--- src/rtl/dmem_arbiter.sv ---
// Data-memory arbiter: CPU has fixed priority, DMA gets a forced slot after MAX_WAIT denials.
// Optional bus lock for the DMA master is built when DMEM_ARBITER_LOCK_EN is defined.
module dmem_arbiter #(
    parameter int AW       = 16,
    parameter int DW       = 16,
    parameter int MAX_WAIT = 4
) (
    input  logic          clk,
    input  logic          rst,
    input  logic          cpu_req,
    input  logic          cpu_we,
    input  logic [AW-1:0] cpu_addr,
    input  logic [DW-1:0] cpu_wdata,
    output logic          cpu_gnt,
    output logic          cpu_rvalid,
    output logic [DW-1:0] cpu_rdata,
    input  logic          dma_req,
    input  logic          dma_we,
    input  logic [AW-1:0] dma_addr,
    input  logic [DW-1:0] dma_wdata,
`ifdef DMEM_ARBITER_LOCK_EN
    input  logic          dma_lock,
`endif
    output logic          dma_gnt,
    output logic          dma_rvalid,
    output logic [DW-1:0] dma_rdata,
    output logic          mem_en,
    output logic          mem_we,
    output logic [AW-1:0] mem_addr,
    output logic [DW-1:0] mem_wdata,
    input  logic [DW-1:0] mem_rdata
);

    typedef enum logic [1:0] {
        OWN_NONE,
        OWN_CPU,
        OWN_DMA
    } owner_t;

    localparam logic [3:0] MaxWait = 4'(MAX_WAIT);

    logic [3:0] waitCnt_q;
    logic [3:0] waitCnt_d;
    owner_t     rdOwner_q;
    owner_t     rdOwner_d;
    logic       lockActive;
    logic       forceDma;
    logic       cpuGnt;
    logic       dmaGnt;

`ifdef DMEM_ARBITER_LOCK_EN
    typedef enum logic {
        ARB,
        LOCK
    } state_t;

    state_t state_q;

    // Lock only overrides arbitration while dma_lock is still held; the release cycle is normal.
    assign lockActive = (state_q == LOCK) && dma_lock;

    always_ff @(posedge clk) begin
        if (rst) begin
            state_q <= ARB;
        end else begin
            case (state_q)
                ARB:     if (dmaGnt && dma_lock) state_q <= LOCK;
                LOCK:    if (!dma_lock) state_q <= ARB;
                default: state_q <= ARB;
            endcase
        end
    end
`else
    assign lockActive = 1'b0;
`endif

    always_comb begin
        forceDma = dma_req && (waitCnt_q == MaxWait);
        cpuGnt   = 1'b0;
        dmaGnt   = 1'b0;
        if (!rst) begin
            if (lockActive) begin
                dmaGnt = dma_req;
            end else if (cpu_req && !forceDma) begin
                cpuGnt = 1'b1;
            end else if (dma_req) begin
                dmaGnt = 1'b1;
            end
        end
    end

    always_comb begin
        waitCnt_d = waitCnt_q;
        if (lockActive || !dma_req || dmaGnt) begin
            waitCnt_d = '0;
        end else if (waitCnt_q < MaxWait) begin
            waitCnt_d = waitCnt_q + 4'd1;
        end
    end

    always_comb begin
        rdOwner_d = OWN_NONE;
        if (cpuGnt && !cpu_we) begin
            rdOwner_d = OWN_CPU;
        end else if (dmaGnt && !dma_we) begin
            rdOwner_d = OWN_DMA;
        end
    end

    always_ff @(posedge clk) begin
        if (rst) begin
            waitCnt_q <= '0;
            rdOwner_q <= OWN_NONE;
        end else begin
            waitCnt_q <= waitCnt_d;
            rdOwner_q <= rdOwner_d;
        end
    end

    assign cpu_gnt = cpuGnt;
    assign dma_gnt = dmaGnt;
    assign mem_en  = cpuGnt | dmaGnt;

    always_comb begin
        mem_we    = 1'b0;
        mem_addr  = '0;
        mem_wdata = '0;
        if (cpuGnt) begin
            mem_we    = cpu_we;
            mem_addr  = cpu_addr;
            mem_wdata = cpu_wdata;
        end else if (dmaGnt) begin
            mem_we    = dma_we;
            mem_addr  = dma_addr;
            mem_wdata = dma_wdata;
        end
    end

    // The owner register can still hold a stale read while reset is asserted, so gate it.
    assign cpu_rvalid = !rst && (rdOwner_q == OWN_CPU);
    assign dma_rvalid = !rst && (rdOwner_q == OWN_DMA);
    assign cpu_rdata  = cpu_rvalid ? mem_rdata : '0;
    assign dma_rdata  = dma_rvalid ? mem_rdata : '0;

endmodule

--- config.mk ---
export PLATFORM = sky130hd
export DESIGN_NAME = dmem_arbiter
export DESIGN_NICKNAME = d
export VERILOG_FILES = /design/src/rtl/dmem_arbiter.sv
export SDC_FILE = /design/constraint.sdc
export NUM_CORES = 1
export LEC_CHECK = 0
export ABC_AREA = 1
export CAP_MARGIN = 5
export CORE_MARGIN = 1.5
export CORE_UTILIZATION = 22
export CTS_CLUSTER_DIAMETER = 200
export CTS_CLUSTER_SIZE = 14
export DETAILED_ROUTE_END_ITERATION = 12
export HOLD_SLACK_MARGIN = 0.02
export MAX_ROUTING_LAYER = met4
export PLACE_DENSITY_LB_ADDON = 0.25
export SYNTH_ARGS = -nofsm -noshare
export SYNTH_HDL_FRONTEND = slang
export SYNTH_SLANG_ARGS = --single-unit
--- constraint.sdc ---
create_clock -name clk -period 1.18 [get_ports clk]
set_input_delay 0.118 -clock clk [delete_from_list [all_inputs] [get_ports clk]]
set_output_delay 0.118 -clock clk [all_outputs]
set_load 0.02 [all_outputs]
# Word level (Yosys, flattened, before mapping)
# Index checks and enable logic that the tools add are counted.
# totals
n_memories,0
wordCells,38
input_bits,86
mem_bits_rw,0
out_inout_bits,70
ff_bits,6
latch_bits,0
mem_bits_ro,0
# op_classes
add_sub_neg,1
bitwise,1
mux,15
n_div,0
n_shift,0
n_reduce_logical,14
multipliers,0
eq_ne,3
magnitude_cmp,1
# op_table
cell,count
2-to-1 mux 16 bit,6
2-to-1 mux 1 bit,8
logical AND 1 bit,6
logical NOT 1 bit,5
"adder 4 x 1 -> 4 bit, second input constant",1
"== test 4 x 3 -> 1 bit, second input constant",1
"less-than comparator 4 x 3 -> 1 bit, second input constant",1
OR reduction 2 bit,2
"== test 2 x 1 -> 1 bit, second input constant",1
"== test 2 bit, second input constant",1
2-to-1 mux 2 bit,1
logical OR 1 bit,1
OR 1 bit,1

# Depth between registers and ports, before layout
# Gate-level depths: netlist (run 1).
# logic_depth
ltp_word,9
mapped_depth,9

# Worst setup path after synthesis (run 1)
# OpenSTA, ideal clock, no wires.
# synth_timing
path_kind,reg2out
start,register waitCnt_q[0]
end,output port mem_addr[15]
arrival_time_ns,1.194
required_time_ns,1.062
path_buffers,1
path_slack_ns,-0.132
stages_incl_launch_ff,9
path_cell_list,dfxtp_1 > inv_1 > ha_1 > nand2_1 > inv_1 > nand2_4 > buf_2 > nand4_1 > nand2_1
# synth_via
elab_chain_cells,8
# synth_rtl
element,line_no,text
"start, declared",42,logic [3:0] waitCnt_q;
"start signal, assigned",115,waitCnt_q <= waitCnt_d;
== test 4 x 3 -> 1 bit *,78,forceDma = dma_req && (waitCnt_q == MaxWait);
logical AND 1 bit *,78,
logical NOT 1 bit *,84,end else if (cpu_req && !forceDma) begin
logical AND 1 bit *,84,
2-to-1 mux 1 bit,84,
2-to-1 mux 1 bit,81,if (!rst) begin
2-to-1 mux 16 bit,132,end else if (dmaGnt) begin
2-to-1 mux 16 bit *,128,if (cpuGnt) begin
"end, declared",29,"output logic [AW-1:0] mem_addr,"
# Mark *: on every way between the ends. The rest lies on a longest branch, timed or not.

# Worst setup path in the final report (run 1)
# layout_timing
start,input port dma_req
end,output port mem_addr[15]
# layout_via
elab_chain_cells,7
# layout_rtl
element,line_no,text
"start, declared",17,"input logic dma_req,"
logical AND 1 bit,78,
logical NOT 1 bit,84,
logical AND 1 bit,84,
2-to-1 mux 1 bit,84,
2-to-1 mux 1 bit,81,
2-to-1 mux 16 bit,132,
2-to-1 mux 16 bit *,128,
# Marks and branches as above.

==> flow_summary_export.csv, run 1 <==
group,metric,value,unit
run_status,run_status,"finished with violations",
run_status,violations,"negative setup slack",
synth,synth_area_leaders,"nand4_1, nand3_1, nor2_1",
worst_setup_path,crit_type,"primary input to primary output",
sta,fmax,616,MHz
worst_setup_path,cp.depth,9,
synth,yosysUniqueCellTypes,16,
synth,synth_fp_nets,295,
placed_design,gp_congestion,0.734,
die,die_area,5510,um2
worst_setup_path,cp-startpoint,"dma_req",
synth,yosys_warnings,0,
clock_tree,path_clk_slew,0.04,ns
worst_setup_path,slowest_stage,"clkdlybuf4s50_1",
die,die-height,74.2,um
cells_and_area,nets,478,
clock_tree,cts.sinks,6,
worst_setup_path,crit_chain,"clkdlybuf4s50_1, inv_2, nor2_4, nand2_8, nand2_8, buf_12, nand3_1, nand2_2, buf_6",
worst_setup_path,reg2reg_depth,10,
worst_setup_path,regToRegStartpoint,"waitCnt_q[0]$_SDFFE_PP0N_",
power,vdd_drop_max,0.395,mV
synth,synth_seq_cells,6,
die,ios,156,
run,cap_violations,0,
sta,finalClockSkew,0.00247,ns
synth,synth_edf_count,0,
synth,ys_seq_area_share,10.8,%
clock_tree,cts_tree,"built",
placed_design,portBuffers,155,
cells_and_area,final_cells,455,
synth,syn_area_per_cell,5.39,um2
synth,netlist_instances,207,
grt,grt_pass1_vias,1953,
cells_and_area,multi_input_area,1280,um2
synth,yosys.area.top_type,"nand4_1",
power,leakagePower,1.68,nW
cells_and_area,antenna_cells,0,
clock_tree,numCtsBuffers,3,
drt,drt-initial-drc-count,75,
drt,wl_per_cell,15.6,um
clock_tree,htreeDepth,1,
power,p_per_area,433,nW/um2
clock_tree,cts_buffer_depth,2,
worst_setup_path,arrival,1.51,ns
worst_setup_path,cp-end-kind,"primary output",
placed_design,post-place-ws,-0.813,ns
grt,grt_pass1_wl,9310,um
clock_tree,clk_latency,0.23,ns
die,fp.dieW,74.2,um
worst_setup_path,crit_end,"mem_addr[15]",
drt,route.detailed.drc,0,
cells_and_area,seqCellArea,128,um2
sta,min_period,1.62,ns
sta,slew_viol_final,0,
grt,grt_max_degree,28,
worst_setup_path,crit_top_cell,"nand2_8",
drt,route.vias.total,2211,
sta,setup_violations,71,
grt,grtUsageTotal,22.2,%
sta,worst_slew_pin_slew,0.267,ns
die,placementRows,25,
drt,postRouteAntennaNets,0,
worst_setup_path,path_max_fanout,8,
die,coreArea,4820,um2
synth,synth.top_cells.by_count,"nor2_1, nand2_1, nand3_1",
grt,gr-total-overflow,0,
worst_hold_path,hold_class,"primary input to flop",
sta,timing.final.hold_violations,0,
drt,drt-pass1-iter-count,4,
cells_and_area,n_fill_cell,335,
drt,viasPerCell,4.86,
placed_design,dpl_cell_area,3060,um2
synth,synth_ff_type,"dfxtp_1",
worst_setup_path,r2r_end,"rdOwner_q[1]$_SDFF_PP0_",
worst_setup_path,cpPeakStageDelay,0.51,ns
worst_setup_path,worstPathRequired,1.06,ns
placed_design,dp.cells,433,
clock_tree,cts-root-buf,"clkbuf_8",
sta,rsz0062_at_grt,"true",
sta,final.setup.worst_slack,-0.443,ns
die,start_util,23.2,%
worst_setup_path,reg2reg_slack,-0.13,ns
worst_setup_path,cp_top_family,"buffers and inverters",
drt,finalWirelength,7080,um
sta,relSlewSlack,82.1,%
synth,yosysMostFrequentCell,"nor2_1",
worst_setup_path,path_buf_inv,4,
cells_and_area,drive_above_1_share,56.2,%
synth,synth_area,1120,um2
grt,antenna_found_initial,0,
synth,yosys.area.top_type_share,19.1,%
placed_design,dpl.hpwl,4380,um
synth,async_reset_ff_share,0,%
worst_setup_path,crit_path_start_kind,"primary input",
sta,period_share,138,%
cells_and_area,syn_to_final_growth,235,%
cells_and_area,design_area,3740,um2
## per-stage QoR
| step | hold WS (ns) | power [mW] | TNS [ns] | utilization, % |
|---|---|---|---|---|
| finish | 0.477 | 1.62 | -17.56 | 77.6 |
| global route | 0.488 | 1.70 | -21.39 | 77.6 |
| CTS | 0.463 | 1.48 | -18.88 | 66.8 |
| detailed placement | 0.594 | 1.12 | -55.25 | 63.4 |
| global placement | 0.577 | 1.11 | -54.93 | 63.4 |
| floorplan | 0.190 | 0.565 | -0.934 | - |
## repair_timing
| action | 4_1_cts | 5_1_grt |
|---|---|---|
| pin swaps | 7 | 16 |
| buffers inserted | 9 | 5 |
| hold buffers | 0 | 0 |
| setup endpoints to repair | 75 | 74 |
| resized for setup | 379 | 133 |
| gates cloned | 5 | 2 |
## layer usage
metal,up-vias,wire length [um],part of all wire [%],track usage (%)
met1,1014,2460,35,24.8
li1,1060,-,-,-
met3,18,594,8.4,3.25
met2,119,3850,54,40.6
met4,0,170,2.4,6.46
met5,-,0,0,-
## how the worst min path moves through the flow
stage	slack [ns]	startpoint	cells past startpoint	end
after floorplan	0.19	cpu_we	1	rdOwner_q[0]$_SDFF_PP0_
after global placement	0.58	waitCnt_q[2]$_SDFFE_PP0N_	3	waitCnt_q[2]$_SDFFE_PP0N_
after detailed placement	0.59	waitCnt_q[2]$_SDFFE_PP0N_	3	waitCnt_q[2]$_SDFFE_PP0N_
after CTS	0.46	cpu_we	2	rdOwner_q[0]$_SDFF_PP0_
after global routing	0.49	dma_we	2	rdOwner_q[1]$_SDFF_PP0_
final	0.48	dma_we	2	rdOwner_q[1]$_SDFF_PP0_
## flip-flops by register name, indices dropped and copies added, names as in the netlist
| register | count |
|---|---|
| waitCnt_q | 4 |
| rdOwner_q | 2 |
## area by class of cell
class | count | area share [%]
multi-input combinational | 159 | 34.2
tap | 67 | 2.24
inverter | 27 | 2.91
clock buffer | 3 | 1.10
sequential | 6 | 3.41
timing repair buffer | 193 | 56.1
## cell usage in the layout (no fill, tap or decap), types with 8 or more instances in the layout
master | Yosys | final
nand2_2 | 1 | 30
nor2_4 | 2 | 24
clkdlybuf4s50_1 | 0 | 84
nand4_1 | 34 | 34
buf_12 | 0 | 10
nor2_2 | 0 | 8
inv_1 | 25 | 18
nor2_1 | 40 | 10
buf_4 | 0 | 24
nand3_2 | 0 | 17
buf_6 | 3 | 71
nand3_1 | 35 | 15
## power by group
group / leakage [nW] / switching [mW] / total, mW / internal, mW
clock network: 0.0216 / 0.0984 / 0.318 / 0.220
registers: 0.0508 / 0.00392 / 0.211 / 0.207
logic: 1.60 / 0.484 / 1.09 / 0.607
## cells by family (layout without fill, tap and decap cells)
kind of cell             Yosys count  after routing  synth area share [%]
XOR/XNOR                           1              1                 0.785
flip-flops                         6              6                  10.8
AND/OR/NAND/NOR                  151            154                  66.5
AO/OA/AOI/OAI                      2              2                 0.897
adder cells (fa/ha/maj)            2              2                  2.24
buffers and inverters             45            223                  18.8
Note: power is estimated with default switching activity, not from simulation.
==> run 2, diff against run 1 <==
--- a/config.mk
+++ b/config.mk
@@ -12,7 +12,6 @@
 export CTS_CLUSTER_DIAMETER = 200
 export CTS_CLUSTER_SIZE = 14
 export DETAILED_ROUTE_END_ITERATION = 12
-export HOLD_SLACK_MARGIN = 0.02
 export MAX_ROUTING_LAYER = met4
 export PLACE_DENSITY_LB_ADDON = 0.25
 export SYNTH_ARGS = -nofsm -noshare
==> results of run 2 <==
No change in the layout: final DEF, timing and power equal those of run 1.
